**src/rtl/mux_scan_ctrl_if.sv**
```systemverilog
// -----------------------------------------------------------------------------
// mux_scan_ctrl_if
// Bundles the signals between the scan sequencer, the 4:1 mux and the
// snapshot consumer.
//   start, continuous : scan control from the host
//   s1, s0            : mux select lines (channel number)
//   mux_out           : selected mux output fed back to the sequencer
//   snap, snap_valid  : 4-bit snapshot and its valid flag
//   snap_ready        : consumer accepts snap on valid && ready
//   busy, overrun     : status (scan in progress, snapshot overwritten)
// The 'slave' modport is the sequencer; 'master' is the surrounding system.
// -----------------------------------------------------------------------------
interface mux_scan_ctrl_if;
   logic       start;
   logic       continuous;
   logic       s0;
   logic       s1;
   logic       mux_out;
   logic [3:0] snap;
   logic       snap_valid;
   logic       snap_ready;
   logic       busy;
   logic       overrun;

   modport slave (
      input  start, continuous, mux_out, snap_ready,
      output s0, s1, snap, snap_valid, busy, overrun
   );

   modport master (
      output start, continuous, mux_out, snap_ready,
      input  s0, s1, snap, snap_valid, busy, overrun
   );
endinterface

```
**src/rtl/mux_scan_ctrl.sv**
```systemverilog
// -----------------------------------------------------------------------------
// mux_scan_ctrl
// Steps the mux select through channels 0..3, spending DWELL cycles on each,
// samples mux_out SETTLE cycles after every select change and packs the four
// samples into a snapshot handed downstream with valid/ready.
// Ports:
//   clk  : system clock, rising edge
//   rst  : asynchronous active-high reset
//   bus  : mux_scan_ctrl_if.slave (control, mux select/feedback, snapshot,
//          status)
// Parameters:
//   DWELL  : cycles per channel (2..255)
//   SETTLE : cycles after a select change before sampling (1..DWELL-1)
// -----------------------------------------------------------------------------
module mux_scan_ctrl #(
   parameter int unsigned DWELL  = 4,
   parameter int unsigned SETTLE = 2
) (
   input  logic            clk,
   input  logic            rst,
   mux_scan_ctrl_if.slave  bus
);

   localparam logic [0:0] ST_IDLE = 1'b0;
   localparam logic [0:0] ST_SCAN = 1'b1;

   localparam logic [7:0] DWELL_LAST = 8'(DWELL - 1);
   localparam logic [7:0] SETTLE_CNT = 8'(SETTLE);

   logic [0:0] state_q,      state_d;
   logic [1:0] ch_q,         ch_d;
   logic [7:0] cnt_q,        cnt_d;
   logic [3:0] shadow_q,     shadow_d;
   logic [3:0] snap_q,       snap_d;
   logic       snap_valid_q, snap_valid_d;
   logic       overrun_q,    overrun_d;

   logic [3:0] shadow_smp_s;
   logic       sample_s;
   logic       last_s;
   logic       accept_s;

   // Next-state logic for the scan sequencer and snapshot handshake
   always_comb begin
      state_d      = state_q;
      ch_d         = ch_q;
      cnt_d        = cnt_q;
      shadow_d     = shadow_q;
      snap_d       = snap_q;
      snap_valid_d = snap_valid_q;
      overrun_d    = overrun_q;

      sample_s = (cnt_q == SETTLE_CNT);
      last_s   = (cnt_q == DWELL_LAST);
      accept_s = snap_valid_q && bus.snap_ready;

      // Shadow including this edge's sample, so a sample that coincides with
      // the end of the dwell (SETTLE == DWELL-1) still reaches the snapshot.
      shadow_smp_s = shadow_q;
      if (sample_s) begin
         shadow_smp_s[ch_q] = bus.mux_out;
      end else begin
         shadow_smp_s = shadow_q;
      end

      if (accept_s) begin
         snap_valid_d = 1'b0;
      end else begin
         snap_valid_d = snap_valid_q;
      end

      case (state_q)
         ST_IDLE: begin
            if (bus.start) begin
               state_d   = ST_SCAN;
               ch_d      = 2'd0;
               cnt_d     = 8'd0;
               shadow_d  = 4'd0;
               overrun_d = 1'b0;
            end else begin
               state_d = ST_IDLE;
            end
         end
         ST_SCAN: begin
            shadow_d = shadow_smp_s;
            if (last_s) begin
               cnt_d = 8'd0;
               ch_d  = ch_q + 2'd1;
               if (ch_q == 2'd3) begin
                  snap_d       = shadow_smp_s;
                  snap_valid_d = 1'b1;
                  // Accept on the same edge as a load is not an overrun.
                  if (snap_valid_q && !bus.snap_ready) begin
                     overrun_d = 1'b1;
                  end else begin
                     overrun_d = overrun_q;
                  end
                  if (bus.continuous) begin
                     shadow_d = 4'd0;
                  end else begin
                     state_d = ST_IDLE;
                  end
               end else begin
                  snap_d = snap_q;
               end
            end else begin
               cnt_d = cnt_q + 8'd1;
            end
         end
         default: begin
            state_d = ST_IDLE;
            ch_d    = 2'd0;
            cnt_d   = 8'd0;
         end
      endcase
   end

   // State and output registers with asynchronous reset
   always_ff @(posedge clk or posedge rst) begin
      if (rst) begin
         state_q      <= ST_IDLE;
         ch_q         <= 2'd0;
         cnt_q        <= 8'd0;
         shadow_q     <= 4'd0;
         snap_q       <= 4'd0;
         snap_valid_q <= 1'b0;
         overrun_q    <= 1'b0;
      end else begin
         state_q      <= state_d;
         ch_q         <= ch_d;
         cnt_q        <= cnt_d;
         shadow_q     <= shadow_d;
         snap_q       <= snap_d;
         snap_valid_q <= snap_valid_d;
         overrun_q    <= overrun_d;
      end
   end

   assign bus.s0         = ch_q[0];
   assign bus.s1         = ch_q[1];
   assign bus.snap       = snap_q;
   assign bus.snap_valid = snap_valid_q;
   assign bus.busy       = (state_q == ST_SCAN);
   assign bus.overrun    = overrun_q;

endmodule

```
**src/flat_wrapper.sv**
```systemverilog
// flat-port wrapper written by rule: the top's interface ports become plain ports
module mux_scan_ctrl_flat 
#(
   parameter int unsigned DWELL  = 4,
   parameter int unsigned SETTLE = 2
)
  (clk, rst, bus_start, bus_continuous, bus_mux_out, bus_snap_ready, bus_s0, bus_s1, bus_snap, bus_snap_valid, bus_busy, bus_overrun);
  mux_scan_ctrl_if bus_i ();
  input  logic clk;
  input  logic rst;
  input wire logic [$bits(bus_i.start)-1:0] bus_start;
  input wire logic [$bits(bus_i.continuous)-1:0] bus_continuous;
  input wire logic [$bits(bus_i.mux_out)-1:0] bus_mux_out;
  input wire logic [$bits(bus_i.snap_ready)-1:0] bus_snap_ready;
  output wire logic [$bits(bus_i.s0)-1:0] bus_s0;
  output wire logic [$bits(bus_i.s1)-1:0] bus_s1;
  output wire logic [$bits(bus_i.snap)-1:0] bus_snap;
  output wire logic [$bits(bus_i.snap_valid)-1:0] bus_snap_valid;
  output wire logic [$bits(bus_i.busy)-1:0] bus_busy;
  output wire logic [$bits(bus_i.overrun)-1:0] bus_overrun;
  assign bus_i.start = bus_start;
  assign bus_i.continuous = bus_continuous;
  assign bus_i.mux_out = bus_mux_out;
  assign bus_i.snap_ready = bus_snap_ready;
  assign bus_s0 = bus_i.s0;
  assign bus_s1 = bus_i.s1;
  assign bus_snap = bus_i.snap;
  assign bus_snap_valid = bus_i.snap_valid;
  assign bus_busy = bus_i.busy;
  assign bus_overrun = bus_i.overrun;
  mux_scan_ctrl #(.DWELL(DWELL), .SETTLE(SETTLE)) u_core (.clk(clk), .rst(rst), .bus(bus_i));
endmodule
```
**config.mk**
```make
export PLATFORM = sky130hd
export DESIGN_NAME = mux_scan_ctrl_flat
export DESIGN_NICKNAME = d
export VERILOG_FILES = /design/src/rtl/mux_scan_ctrl_if.sv /design/src/rtl/mux_scan_ctrl.sv /design/src/flat_wrapper.sv
export SDC_FILE = /design/constraint.sdc
export NUM_CORES = 1
export LEC_CHECK = 0
export ABC_AREA = 1
export BUFFER_PORTS_ARGS = -buffer_cell sky130_fd_sc_hd__clkbuf_2
export CAP_MARGIN = 25
export CORE_UTILIZATION = 56
export CTS_BUF_LIST = sky130_fd_sc_hd__clkbuf_4 sky130_fd_sc_hd__clkbuf_8 sky130_fd_sc_hd__clkbuf_16
export DETAILED_ROUTE_END_ITERATION = 10
export HOLD_SLACK_MARGIN = 0.15
export PLACE_DENSITY = 0.83
export SLEW_MARGIN = 20
export SYNTH_ARGS = -nofsm -noshare
export SYNTH_HDL_FRONTEND = slang
export SYNTH_SLANG_ARGS = --single-unit
```
**constraint.sdc**
```tcl
create_clock -name clk -period 1.7 [get_ports clk]
set_input_delay 0.34 -clock clk [delete_from_list [all_inputs] [get_ports clk]]
set_output_delay 0.34 -clock clk [all_outputs]
set_load 0.005 [all_outputs]
```
==> impl_metrics.tcl <==
set metrics [dict create \
    final_cell_mix "nand2_1 (61), dfrtp_1 (21), inv_1 (15)" \
    wl_per_cell_um 12.07 \
    synth_top_family_by_area "simple AND/OR/NAND/NOR gates" \
    drt_iter0_drc 24 \
    startpoint_type "register" \
    cp_slowest_stage_delay_ns 0.41 \
    r2r_slack_ns 0.33 \
    post-route-period-util_pct 80.55 \
    timing.hold.worst.start "bus_continuous" \
    numPlacedInstances 195 \
    gp_congestion 0.7969 \
    finalNetCount 186 \
    rsz0062_at_grt "false" \
    path_class "reg2reg" \
    final_util_pct 67.31 \
    relSlewSlack_pct 67.98 \
    hold_depth 3 \
    ys_top_cells_by_area "dfrtp_1 (44%), nand2_1 (19%), ha_1 (6.2%)" \
    syn_avg_cell_area_um2 7.840 \
    synth_compound_area_share_pct 8.290 \
    syn-num-nets 166 \
    antenna_found_initial 0 \
    synthDominantCellAreaShare_pct 43.52 \
    hold_end "u_core.bus.busy" \
    top_layer_used "met4" \
    postRouteAntennaNets 0 \
    dp_slack_ns 0.3332 \
    stdcell_count 200 \
    grt_max_degree 22 \
    wl_met2_mm 1.258 \
    power.density_mw_per_mm2 1435 \
    fmax_ghz 0.7303 \
    r2r_end "u_core.shadow_q[3]" \
    grt_pass1_vias 1029 \
    synth-seq-cells 21 \
    synth_mux_area_share_pct 0 \
    row_count 16 \
    critPathCaptureType "register" \
    area_growth_pct 11.61 \
    fin_ws_ns 0.3306 \
    core_mm2 0.002002 \
    m1WireLength_mm 1.054 \
    layout_commonest_cell "nand2_1" \
    die_y_um 48.44 \
    yosys.area_share.adder_pct 6.218 \
    met3WireLength_um 73 \
    cts-root-buf "clkbuf_4" \
    cts_sinks 21 \
    fin_crit_ns 1.369 \
    cts_resized 0 \
    cp_cell_sequence "ha_1 > nand2_4 > o21ai_2 > nand2_1 > nand2_1 > nand2_1" \
    synth_area_leader_cell "dfrtp_1" \
    fin_worst_skew_ns 0.009455 \
    crit_fanout 5 \
    layout-drive-gt1-share_pct 17.92 \
    clk_pin_slew_ns 0.12 \
    n_antenna_cell 0 \
    ys_seq_area_share_pct 43.52 \
    dieArea_mm2 0.002346 \
    outcome "finished clean" \
    reg2reg_from "u_core.cnt_q[0]" \
    hpwl_mm 1.819 \
    hold_path_class "in2reg" \
    io_buffers 14 \
    htreeDepth 1 \
    gr-usage-all-layers_pct 23.43 \
    start_util_pct 60.31 \
    die_w_um 48.44 \
    slew_violations 0 \
    rr_worst_depth 6 \
    leakage_nw 0.7121 \
    synth-simple-area-share_pct 33.16 \
    grt_overflow 0 \
    routed_wl_mm 2.414 \
    netlist_area_mm2 0.001207 \
    cts_buffer_depth 2 \
    irDropWorstVdd_mv 0.8944 \
    cts_made_buffers 3 \
    cpMostUsedCell "nand2_1" \
    ios 15 \
    firstDrtPassIters 4 \
    critPathTopFamily "flip-flops" \
    n_fill_cell 184 \
    synth-warning-count 0 \
    drc 0 \
    insertion_delay_ns 0.32 \
    crit_required_ns 1.91 \
    postCtsSetupBuffers 0 \
    tritoncts "yes" \
    vias 1037 \
    setup_viol 0 \
    finalSetupTns_ns 0 \
    routed_via_density 5.185 \
    slowest_stage "dfrtp_1" \
    path_buf_inv 0 \
    tightest_slew_ns 0.4786 \
    grt_pass1_wl_mm 4.250 \
    worstPathArrival_ns 1.58 \
    syn_inst 154 \
    cap_violations 0 \
    hold_viol_final 0 \
    synth_cell_type_count 21 \
    synth-xor-area-share_pct 1.451 \
]
cells by family (layout without fill, tap and decap cells):
group	Yosys count	in the layout
compound gates	18	18
xor+xnor	2	2
fa+ha+maj	6	6
buf+inv	19	38
flops	21	21
simple gates	88	88
timing repair:
item	4_1_cts	5_1_grt
hold buffers	1	0
endpoints found under the setup margin	0	0
hold endpoints to repair	21	0
power by group:
group          switching, mW  total, mW  internal, mW
Sequential             0.227      0.925         0.698
Clock                  0.157      0.245        0.0881
Combinational          0.457      0.764         0.307
registers in the layout (all words and copies together), names as in the netlist:
signal,count
u_core.cnt_q,8
u_core.bus.snap,4
u_core.shadow_q,4
u_core.ch_q,2
u_core.bus.busy,1
u_core.bus.overrun,1
u_core.bus.snap_valid,1
routing by layer:
metal | GRT usage, % | vias to the layer above
met1 | 26.49 | 487
met5 | 0 | -
met3 | 3.774 | 4
met2 | 43.19 | 19
met4 | 10.29 | 0
li1 | - | 527
worst min-delay path, stage by stage:
cell      delay [ns]
clkbuf_2        0.09
nor2_1          0.04
nor2_1          0.09
Yosys cell counts:
cell type	count
nand2_1	61
dfrtp_1	21
inv_1	15
o21ai_0	11
nor2_1	10
nand3_1	7
ha_1	6
a21oi_1	4
nand4_1	3
nor2_4	3
nand2_4	2
o21ai_2	2
buf_2	1
buf_4	1
buf_6	1
clkinv_4	1
nand2_2	1
nand3_4	1
o21bai_1	1
xnor2_1	1
xor2_1	1
final cells by class:
cell class / instances / area, µm² / area share [%]
multi-input combinational: 114 / 593.1 / 44.01
sequential: 21 / 525.5 / 39.00
timing repair buffer: 18 / 102.6 / 7.614
inverter: 16 / 65.06 / 4.828
tap: 27 / 33.78 / 2.507
clock buffer: 3 / 22.52 / 1.671
clock inverter: 1 / 5.005 / 0.3714
through the flow:
| stage | area, µm² | hold slack, ns | power (mW) |
|---|---|---|---|
| 2_1_floorplan | 1207 | 0.3165 | 1.498 |
| 3_3_place_gp | 1310 | 0.3577 | 1.645 |
| 3_5_place_dp | 1310 | 0.3674 | 1.700 |
| 4_1_cts | 1348 | 0.2540 | 1.955 |
| 5_1_grt | 1348 | 0.2748 | 2.118 |
| 6_report | 1348 | 0.2772 | 1.934 |
worst max path at each step:
stage | startpoint | endpoint | depth (start not counted)
6_report | u_core.cnt_q[0] | u_core.shadow_q[3] | 6
5_1_grt | u_core.cnt_q[0] | u_core.shadow_q[3] | 6
4_1_cts | u_core.cnt_q[0] | u_core.shadow_q[3] | 6
3_5_place_dp | u_core.cnt_q[0] | u_core.shadow_q[3] | 6
3_3_place_gp | u_core.cnt_q[0] | u_core.bus.busy | 6
2_1_floorplan | u_core.cnt_q[0] | u_core.bus.busy | 6
Note: power is estimated with default switching activity, not from simulation.
